<file path="src/rtl/sram_req_adapter.sv">
// sram_req_adapter: drives a byte-enabled SRAM macro (1-cycle registered read)
// from a valid/ready request channel and returns in-order responses via a 2-entry FIFO.
module sram_req_adapter #(
  parameter int address_width = 22,
  parameter int data_width    = 2
) (
  input  logic                       CLK,
  input  logic                       RSTn,
  input  logic                       REQ_VALID,
  output logic                       REQ_READY,
  input  logic                       REQ_WRITE,
  input  logic [address_width-1:0]   REQ_ADDR,
  input  logic [1:0]                 REQ_SIZE,
  input  logic [(8<<data_width)-1:0] REQ_WDATA,
  output logic                       RSP_VALID,
  input  logic                       RSP_READY,
  output logic                       RSP_WRITE,
  output logic                       RSP_ERR,
  output logic [(8<<data_width)-1:0] RSP_RDATA,
  output logic [address_width-1:0]   MEM_READ_ADDR,
  output logic                       MEM_OE,
  input  logic [(8<<data_width)-1:0] MEM_DATA_OUT,
  output logic [address_width-1:0]   MEM_WRITE_ADDR,
  output logic [(8<<data_width)-1:0] MEM_DATA_IN,
  output logic [(1<<data_width)-1:0] MEM_BE,
  output logic                       MEM_WE
);

  localparam int NB = 1 << data_width;
  localparam int DW = 8 << data_width;
  localparam int OW = (data_width > 0) ? data_width : 1;

  logic [OW-1:0]            req_off;
  logic                     size_err;
  logic [2:0]               align_mask;
  logic                     req_err;
  logic [2:0]               occupancy;
  logic                     rsp_valid;
  logic                     pop;
  logic                     accept;
  logic                     mem_rd;
  logic                     mem_wr;
  logic [address_width-1:0] word_addr;
  logic [NB-1:0]            be;
  logic [DW-1:0]            rd_shifted;
  logic [DW-1:0]            rsp_fmt;

  logic          ready_en_q, ready_en_d;
  logic          inflight_q, inflight_d;
  logic          tag_write_q, tag_write_d;
  logic          tag_err_q, tag_err_d;
  logic [OW-1:0] tag_off_q, tag_off_d;
  logic [1:0]    tag_size_q, tag_size_d;
  logic [DW-1:0] fifo_data_q [2];
  logic [DW-1:0] fifo_data_d [2];
  logic [1:0]    fifo_write_q, fifo_write_d;
  logic [1:0]    fifo_err_q, fifo_err_d;
  logic          wr_ptr_q, wr_ptr_d;
  logic          rd_ptr_q, rd_ptr_d;
  logic [1:0]    count_q, count_d;

  // Byte lane offset within the SRAM word; a byte-wide SRAM has no lanes.
  if (data_width > 0) begin : g_off
    assign req_off = REQ_ADDR[OW-1:0];
  end else begin : g_off_none
    assign req_off = '0;
  end

  always_comb begin
    size_err   = int'(REQ_SIZE) > data_width;
    align_mask = 3'((4'd1 << REQ_SIZE) - 4'd1);
    req_err    = size_err || (|(REQ_ADDR[2:0] & align_mask));

    occupancy = {1'b0, count_q} + {2'b00, inflight_q};
    rsp_valid = (count_q != 2'd0);
    pop       = rsp_valid && RSP_READY;
    REQ_READY = ready_en_q && ((occupancy < 3'd2) || ((occupancy == 3'd2) && pop));
    accept    = REQ_VALID && REQ_READY;
    mem_rd    = accept && !REQ_WRITE && !req_err;
    mem_wr    = accept && REQ_WRITE && !req_err;
    word_addr = REQ_ADDR >> data_width;

    be = '0;
    for (int i = 0; i < NB; i++) begin
      if ((i >= int'(req_off)) && (i < int'(req_off) + (1 << int'(REQ_SIZE)))) begin
        be[i] = 1'b1;
      end
    end

    MEM_OE         = mem_rd;
    MEM_WE         = mem_wr;
    MEM_READ_ADDR  = mem_rd ? word_addr : '0;
    MEM_WRITE_ADDR = mem_wr ? word_addr : '0;
    MEM_BE         = mem_wr ? be : '0;
    MEM_DATA_IN    = mem_wr ? (REQ_WDATA << {req_off, 3'b000}) : '0;
  end

  // Align SRAM read data to bit 0 and zero the bytes beyond the access size.
  always_comb begin
    rd_shifted = MEM_DATA_OUT >> {tag_off_q, 3'b000};
    rsp_fmt    = '0;
    if (!tag_write_q && !tag_err_q) begin
      for (int i = 0; i < NB; i++) begin
        if (i < (1 << int'(tag_size_q))) begin
          rsp_fmt[8*i +: 8] = rd_shifted[8*i +: 8];
        end
      end
    end
  end

  always_comb begin
    ready_en_d   = 1'b1;
    inflight_d   = accept;
    tag_write_d  = tag_write_q;
    tag_err_d    = tag_err_q;
    tag_off_d    = tag_off_q;
    tag_size_d   = tag_size_q;
    fifo_data_d  = fifo_data_q;
    fifo_write_d = fifo_write_q;
    fifo_err_d   = fifo_err_q;
    wr_ptr_d     = wr_ptr_q;
    rd_ptr_d     = rd_ptr_q;

    if (accept) begin
      tag_write_d = REQ_WRITE;
      tag_err_d   = req_err;
      tag_off_d   = req_off;
      tag_size_d  = REQ_SIZE;
    end

    // Occupancy gating guarantees the FIFO has room whenever a tag lands.
    if (inflight_q) begin
      fifo_data_d[wr_ptr_q]  = rsp_fmt;
      fifo_write_d[wr_ptr_q] = tag_write_q;
      fifo_err_d[wr_ptr_q]   = tag_err_q;
      wr_ptr_d               = ~wr_ptr_q;
    end
    if (pop) begin
      rd_ptr_d = ~rd_ptr_q;
    end
    count_d = count_q + 2'(inflight_q) - 2'(pop);

    RSP_VALID = rsp_valid;
    RSP_WRITE = rsp_valid && fifo_write_q[rd_ptr_q];
    RSP_ERR   = rsp_valid && fifo_err_q[rd_ptr_q];
    RSP_RDATA = rsp_valid ? fifo_data_q[rd_ptr_q] : '0;
  end

  always_ff @(posedge CLK or negedge RSTn) begin
    if (!RSTn) begin
      ready_en_q     <= 1'b0;
      inflight_q     <= 1'b0;
      tag_write_q    <= 1'b0;
      tag_err_q      <= 1'b0;
      tag_off_q      <= '0;
      tag_size_q     <= '0;
      fifo_data_q[0] <= '0;
      fifo_data_q[1] <= '0;
      fifo_write_q   <= '0;
      fifo_err_q     <= '0;
      wr_ptr_q       <= 1'b0;
      rd_ptr_q       <= 1'b0;
      count_q        <= '0;
    end else begin
      ready_en_q   <= ready_en_d;
      inflight_q   <= inflight_d;
      tag_write_q  <= tag_write_d;
      tag_err_q    <= tag_err_d;
      tag_off_q    <= tag_off_d;
      tag_size_q   <= tag_size_d;
      fifo_data_q  <= fifo_data_d;
      fifo_write_q <= fifo_write_d;
      fifo_err_q   <= fifo_err_d;
      wr_ptr_q     <= wr_ptr_d;
      rd_ptr_q     <= rd_ptr_d;
      count_q      <= count_d;
    end
  end

endmodule
</file>
<file path="config.mk">
export PLATFORM = sky130hd
export DESIGN_NAME = sram_req_adapter
export DESIGN_NICKNAME = d
export VERILOG_FILES = /design/src/rtl/sram_req_adapter.sv
export SDC_FILE = /design/constraint.sdc
export NUM_CORES = 1
export LEC_CHECK = 0
export BUFFER_PORTS_ARGS = -buffer_cell sky130_fd_sc_hd__buf_2
export CELL_PAD_IN_SITES_DETAIL_PLACEMENT = 1
export CELL_PAD_IN_SITES_GLOBAL_PLACEMENT = 1
export CORE_MARGIN = 2
export CORE_UTILIZATION = 38
export CTS_CLUSTER_SIZE = 25
export DETAILED_ROUTE_END_ITERATION = 8
export PLACE_DENSITY = 0.93
export RECOVER_POWER = 50
export SLEW_MARGIN = 5
export SYNTH_ARGS = -nofsm -noshare
export SYNTH_HDL_FRONTEND = slang
export SYNTH_SLANG_ARGS = --single-unit
</file>
<file path="constraint.sdc">
create_clock -name CLK -period 4.32 [get_ports CLK]
set_input_delay 0.648 -clock CLK [delete_from_list [all_inputs] [get_ports CLK]]
set_output_delay 0.648 -clock CLK [all_outputs]
set_load 0.05 [all_outputs]
</file>
* Word level (Yosys, flattened, before mapping)
Cells that the tools add are included.
Storage, ports and cells: word-level logic and storage cells 100, input port bits 93, register bits after elaboration 80, output and inout port bits 118
Cells by class: shifts and indexed selects 5, order comparisons 19, add/subtract/negate cells 5, equality and inequality tests 1, muxes and demuxes 28, reductions and logical operators 24, bitwise gates (word level) 5
Operator list (count):
- two-way mux 32 bit | 7
- less-than comparator 3 x 32 -> 1 bit, first input constant | 4
- bitwise mux 64 bit | 1
- less-than comparator 1 x 32 -> 1 bit, first input constant | 2
- less-than comparator 2 x 32 -> 1 bit, first input constant | 2
- << shifter 1 x 2 -> 32 bit, first input constant | 2
- two-way mux 20 bit | 2
- adder 3 x 32 -> 32 bit | 1
- demux 32 bit (select 1 bit) | 1
- two-way mux 8 bit | 4
- << shifter 32 x 5 -> 32 bit | 1
- right shift 32 x 5 -> 32 bit | 1
- logical AND 1 bit | 16
- two-way mux 1 bit | 9
- bitwise mux 2 bit | 2
- >= comparator 1 x 2 -> 1 bit, first input constant | 2
- >= comparator 2 bit, second input constant | 2
- zero test 1 bit | 4
- less-than comparator 1 x 2 -> 1 bit, second input constant | 2
- two-way mux 4 bit | 1
- NOT 1 -> 2 bit | 2
- adder 2 x 1 -> 3 bit | 1
- bitwise AND 3 bit | 1
- equality test 3 x 2 -> 1 bit, second input constant | 1
- other kinds (14) | 16

* Longest topological paths before layout
depth in word-level cells 9, depth in mapped cells 11, mapped depth without buffers 9

* Least setup slack after synthesis
Ideal clock, no wire load.
kind reg-to-output, start point register inflight_q, end point output MEM_DATA_IN[24], buffers on the path 1, setup slack 0.657 ns, arrival 3.015 ns, data required time 3.672 ns, cell stages (with the launch flop) 10, cell sequence dfrtp_1 ha_1 inv_1 ha_1 or3b_1 o31a_4 inv_6 nand3_4 buf_6 a211oi_1
On the way: longest elaborated chain between the ends 9, elaborated cells between the ends (all ways) 10, those cells by class add/sub: 1; order compare: 1; eq/ne: 1; mux: 1; reduce/logical: 6
RTL lines:
- from (decl) | RTL line 49 | logic inflight_q, inflight_d;
- from (signal assigned) | RTL line 166 | inflight_q <= inflight_d;
- adder 2 x 1 -> 3 bit (*) | RTL line 74 | occupancy = {1'b0, count_q} + {2'b00, inflight_q};
- branches (longest 2 deep; another with less-than comparator 3 x 2 -> 1 bit)
- logical OR 1 bit (*) | RTL line 77 | REQ_READY = ready_en_q && ((occupancy < 3'd2) || ((occupancy == 3'd2) && pop));
- logical AND 1 bit (*) | RTL line 77
- logical AND 1 bit (*) | RTL line 78 | accept = REQ_VALID && REQ_READY;
- via accept | RTL line 40 | logic accept;
- logical AND 1 bit (*) (2 in a row) | RTL line 80 | mem_wr = accept && REQ_WRITE && !req_err;
- two-way mux 32 bit (*) | RTL line 95 | MEM_DATA_IN = mem_wr ? (REQ_WDATA << {req_off, 3'b000}) : '0;
- to (decl) | RTL line 24 | output logic [(8<<data_width)-1:0] MEM_DATA_IN,
Mark *: on every way through the listed nets, which the timed path passes.

* Final worst setup path
start point register inflight_q, end point output MEM_DATA_IN[1]
Same word-level chain as after synthesis.

==> flow_metrics.tcl <==
set metrics [dict create \
    synth-edff-count 0 \
    grt_pass1_wl_um 26500 \
    critPathRequiredTime_ns 3.67 \
    synth_cell_types 40 \
    nets 868 \
    power_leakage_nw 3.44 \
    first_global_vias 5188 \
    wire_per_inst_um 17.8 \
    core-area_um2 13200 \
    drt-total-wl_um 16800 \
    setup_tns_ns 0 \
    seqPwrFrac_pct 32.6 \
    sw_frac_of_total_pct 47.1 \
    power_density_nw_per_um2 639 \
    fmax_mhz 255 \
    maxCapViolations 4 \
    dr.first_iter.drc_count 275 \
    cts_tree "done" \
    area_growth_pct 26.4 \
    post_cts_buffers 0 \
    startpoint_type "flop" \
    min_period_ns 3.92 \
    finalHoldViolations 0 \
    cts_made_buffers 9 \
    clk_latency_ns 0.34 \
    p_sw_mw 1.96 \
    clockBufferDepth 2 \
    dp_hpwl_um 12100 \
    holdBufCountCts 0 \
    ir_drop_mv 0.283 \
    yosysMostFrequentCell "nand2_1" \
    hold_ws_ns 0.480 \
    power_frac_clock_pct 20.0 \
    drc 0 \
    start_util_pct 38.9 \
    slew_violations 251 \
    syn_area_per_cell_um2 8.74 \
    ios 211 \
    cp.arrival_ns 3.27 \
    gp_congestion 0.781 \
    relSlewSlack_pct -50.1 \
    gr-usage-all-layers_pct 23.2 \
    violations "max-capacitance violations, max-slew violations" \
    combinationalPowerShare_pct 47.4 \
    synth_seq_cells 80 \
    core.rowCount 42 \
    p_total_mw 4.16 \
    critPathKind "flop to output port" \
    min_period_over_period_pct 90.8 \
    antenna_found_initial 0 \
    num_antenna_cells 0 \
    portBuffers 206 \
    netlist_top_cells_count "nand2_1, dfrtp_1, mux2i_1" \
    final_util_pct 49.2 \
    cts.clk_slew.worst_paths_ns 0.06 \
    die_width_um 120 \
    setup_viol 0 \
    die_h_um 120 \
    synth_warnings 0 \
    synth_top_cell_by_area "dfrtp_1" \
    seq_area_frac_synth_pct 38.8 \
    internal_power_mw 2.20 \
    synth_top_area_share_pct 38.8 \
    cts_resized 0 \
    syn_inst 590 \
    dieArea_um2 14500 \
    synth_area_leaders "dfrtp_1, mux2i_1, o21ai_0, nand2_1, and2_1" \
    grt-ovfl-total 0 \
    worst_slew_pin_slew_ns 2.25 \
    drive_above_1_share_pct 32.6 \
    vias 4917 \
    synth_flop_cell "dfrtp_1" \
    fin_skew_ns 0.00647 \
    netlist_area_um2 5150 \
    grt_max_degree 81 \
    status "finished, violations left" \
    htree_num_levels 3 \
    detail-route-antenna-nets 0 \
    endpoint_kind "output port" \
    critPathMaxFanout 29 \
    rsz0062_at_grt "false" \
    min_path_type "flop to flop" \
    vias_per_cell 5.19 \
    drt_first_pass_iters 4 \
    cts_sinks 80 \
    root_buffer "clkbuf_16" \
    synthArstFlopShare_pct 100 \
]
[stage by stage]
stage	cells	setup WS (ns)	area, um2
global placement	931	0.797	6210
detailed placement	931	0.710	6210
floorplan	593	0.657	5170
CTS	947	0.340	6530
global route	947	0.127	6520
finish	947	0.399	6520
[power groups by stage]
stage               Sequential [mW]  Clock [mW]  Combinational (mW)
finish                         1.36       0.831                1.97
global route                   1.40       0.875                2.13
CTS                            1.36       0.841                1.98
detailed placement             1.36           0                1.95
global placement               1.34           0                1.89
floorplan                      1.17           0                1.60
[cells by family (layout without fill, tap and decap cells)]
kind of cell             Yosys count  count (layout)  synth area share, %
buffers and inverters             59             237                 5.66
AND/OR/NAND/NOR                  239             239                 23.0
flip-flops                        80              80                 38.8
multiplexers                      83              83                 16.3
XOR/XNOR                           4               4                0.680
AO/OA/AOI/OAI                    114             114                 13.0
adder cells (fa/ha/maj)            9               9                 2.33
other                              2               5                0.146
[layer usage]
layer / up-vias / track usage [%] / wire length (um)
met2: 179 / 41.7 / 8570
li1: 2343 / - / -
met1: 2372 / 27.7 / 6890
met5: - / 0 / 0
met3: 23 / 4.48 / 1050
met4: 0 / 7.70 / 316
[sequential cells by signal, summed over array words and instances, names as in the netlist]
name / count
rd_ptr_q: 1
tag_write_q: 1
ready_en_q: 1
count_q: 2
fifo_err_q: 2
tag_off_q: 2
wr_ptr_q: 1
fifo_data_q: 64
fifo_write_q: 2
tag_err_q: 1
tag_size_q: 2
inflight_q: 1
[worst max-delay path, cell delays in order (launching register included)]
cell     delay [ns]
dfrtp_1        0.43
ha_1           0.20
inv_1          0.05
ha_1           0.26
or3b_1         0.36
o31a_2         0.36
inv_6          0.11
nand3_4        0.25
inv_2          0.40
and3_1         0.23
buf_2          0.26
[worst paths after layout]
check / start / to / slack [ns] / cells past startpoint
max: inflight_q / MEM_DATA_IN[1] / 0.40 / 10
min: fifo_data_q[20] / fifo_data_q[20] / 0.48 / 2
max reg2reg: tag_off_q[1] / fifo_data_q[58] / 1.42 / 4
min reg2reg: fifo_data_q[20] / fifo_data_q[20] / 0.48 / 2
max in group asynchronous: RSTn / count_q[1] / 2.26 / 1
min in group asynchronous: RSTn / fifo_data_q[14] / 0.85 / 1
[layout by cell type, fill, tap and decap left out, drive strengths merged, types with 2 or more instances in the layout]
| cell type | instances |
|---|---|
| ha | 8 |
| inv | 12 |
| nand2 | 86 |
| buf | 208 |
| mux2 | 9 |
| nor4b | 2 |
| and3 | 8 |
| o22a | 8 |
| clkbuf | 12 |
| dfrtp | 80 |
| nor2 | 67 |
| a211oi | 18 |
| o21a | 3 |
| nor2b | 10 |
| nand3 | 3 |
| xnor2 | 3 |
| clkinvlp | 2 |
| conb | 5 |
| bufinv | 2 |
| and2 | 40 |
| o21ai | 73 |
| nand3b | 8 |
| a21oi | 11 |
| mux2i | 74 |
| nand2b | 11 |
[area by class of cell]
cell class	instances	area, um2
Fill cell	1650	6730
Multi-Input combinational cell	454	2870
Sequential cell	80	2000
Timing Repair Buffer	209	1050
Clock buffer	11	243
Tap cell	176	220
Clock inverter	5	80.1
Inverter	12	50.0
Note: power is estimated with default switching activity, not from simulation.
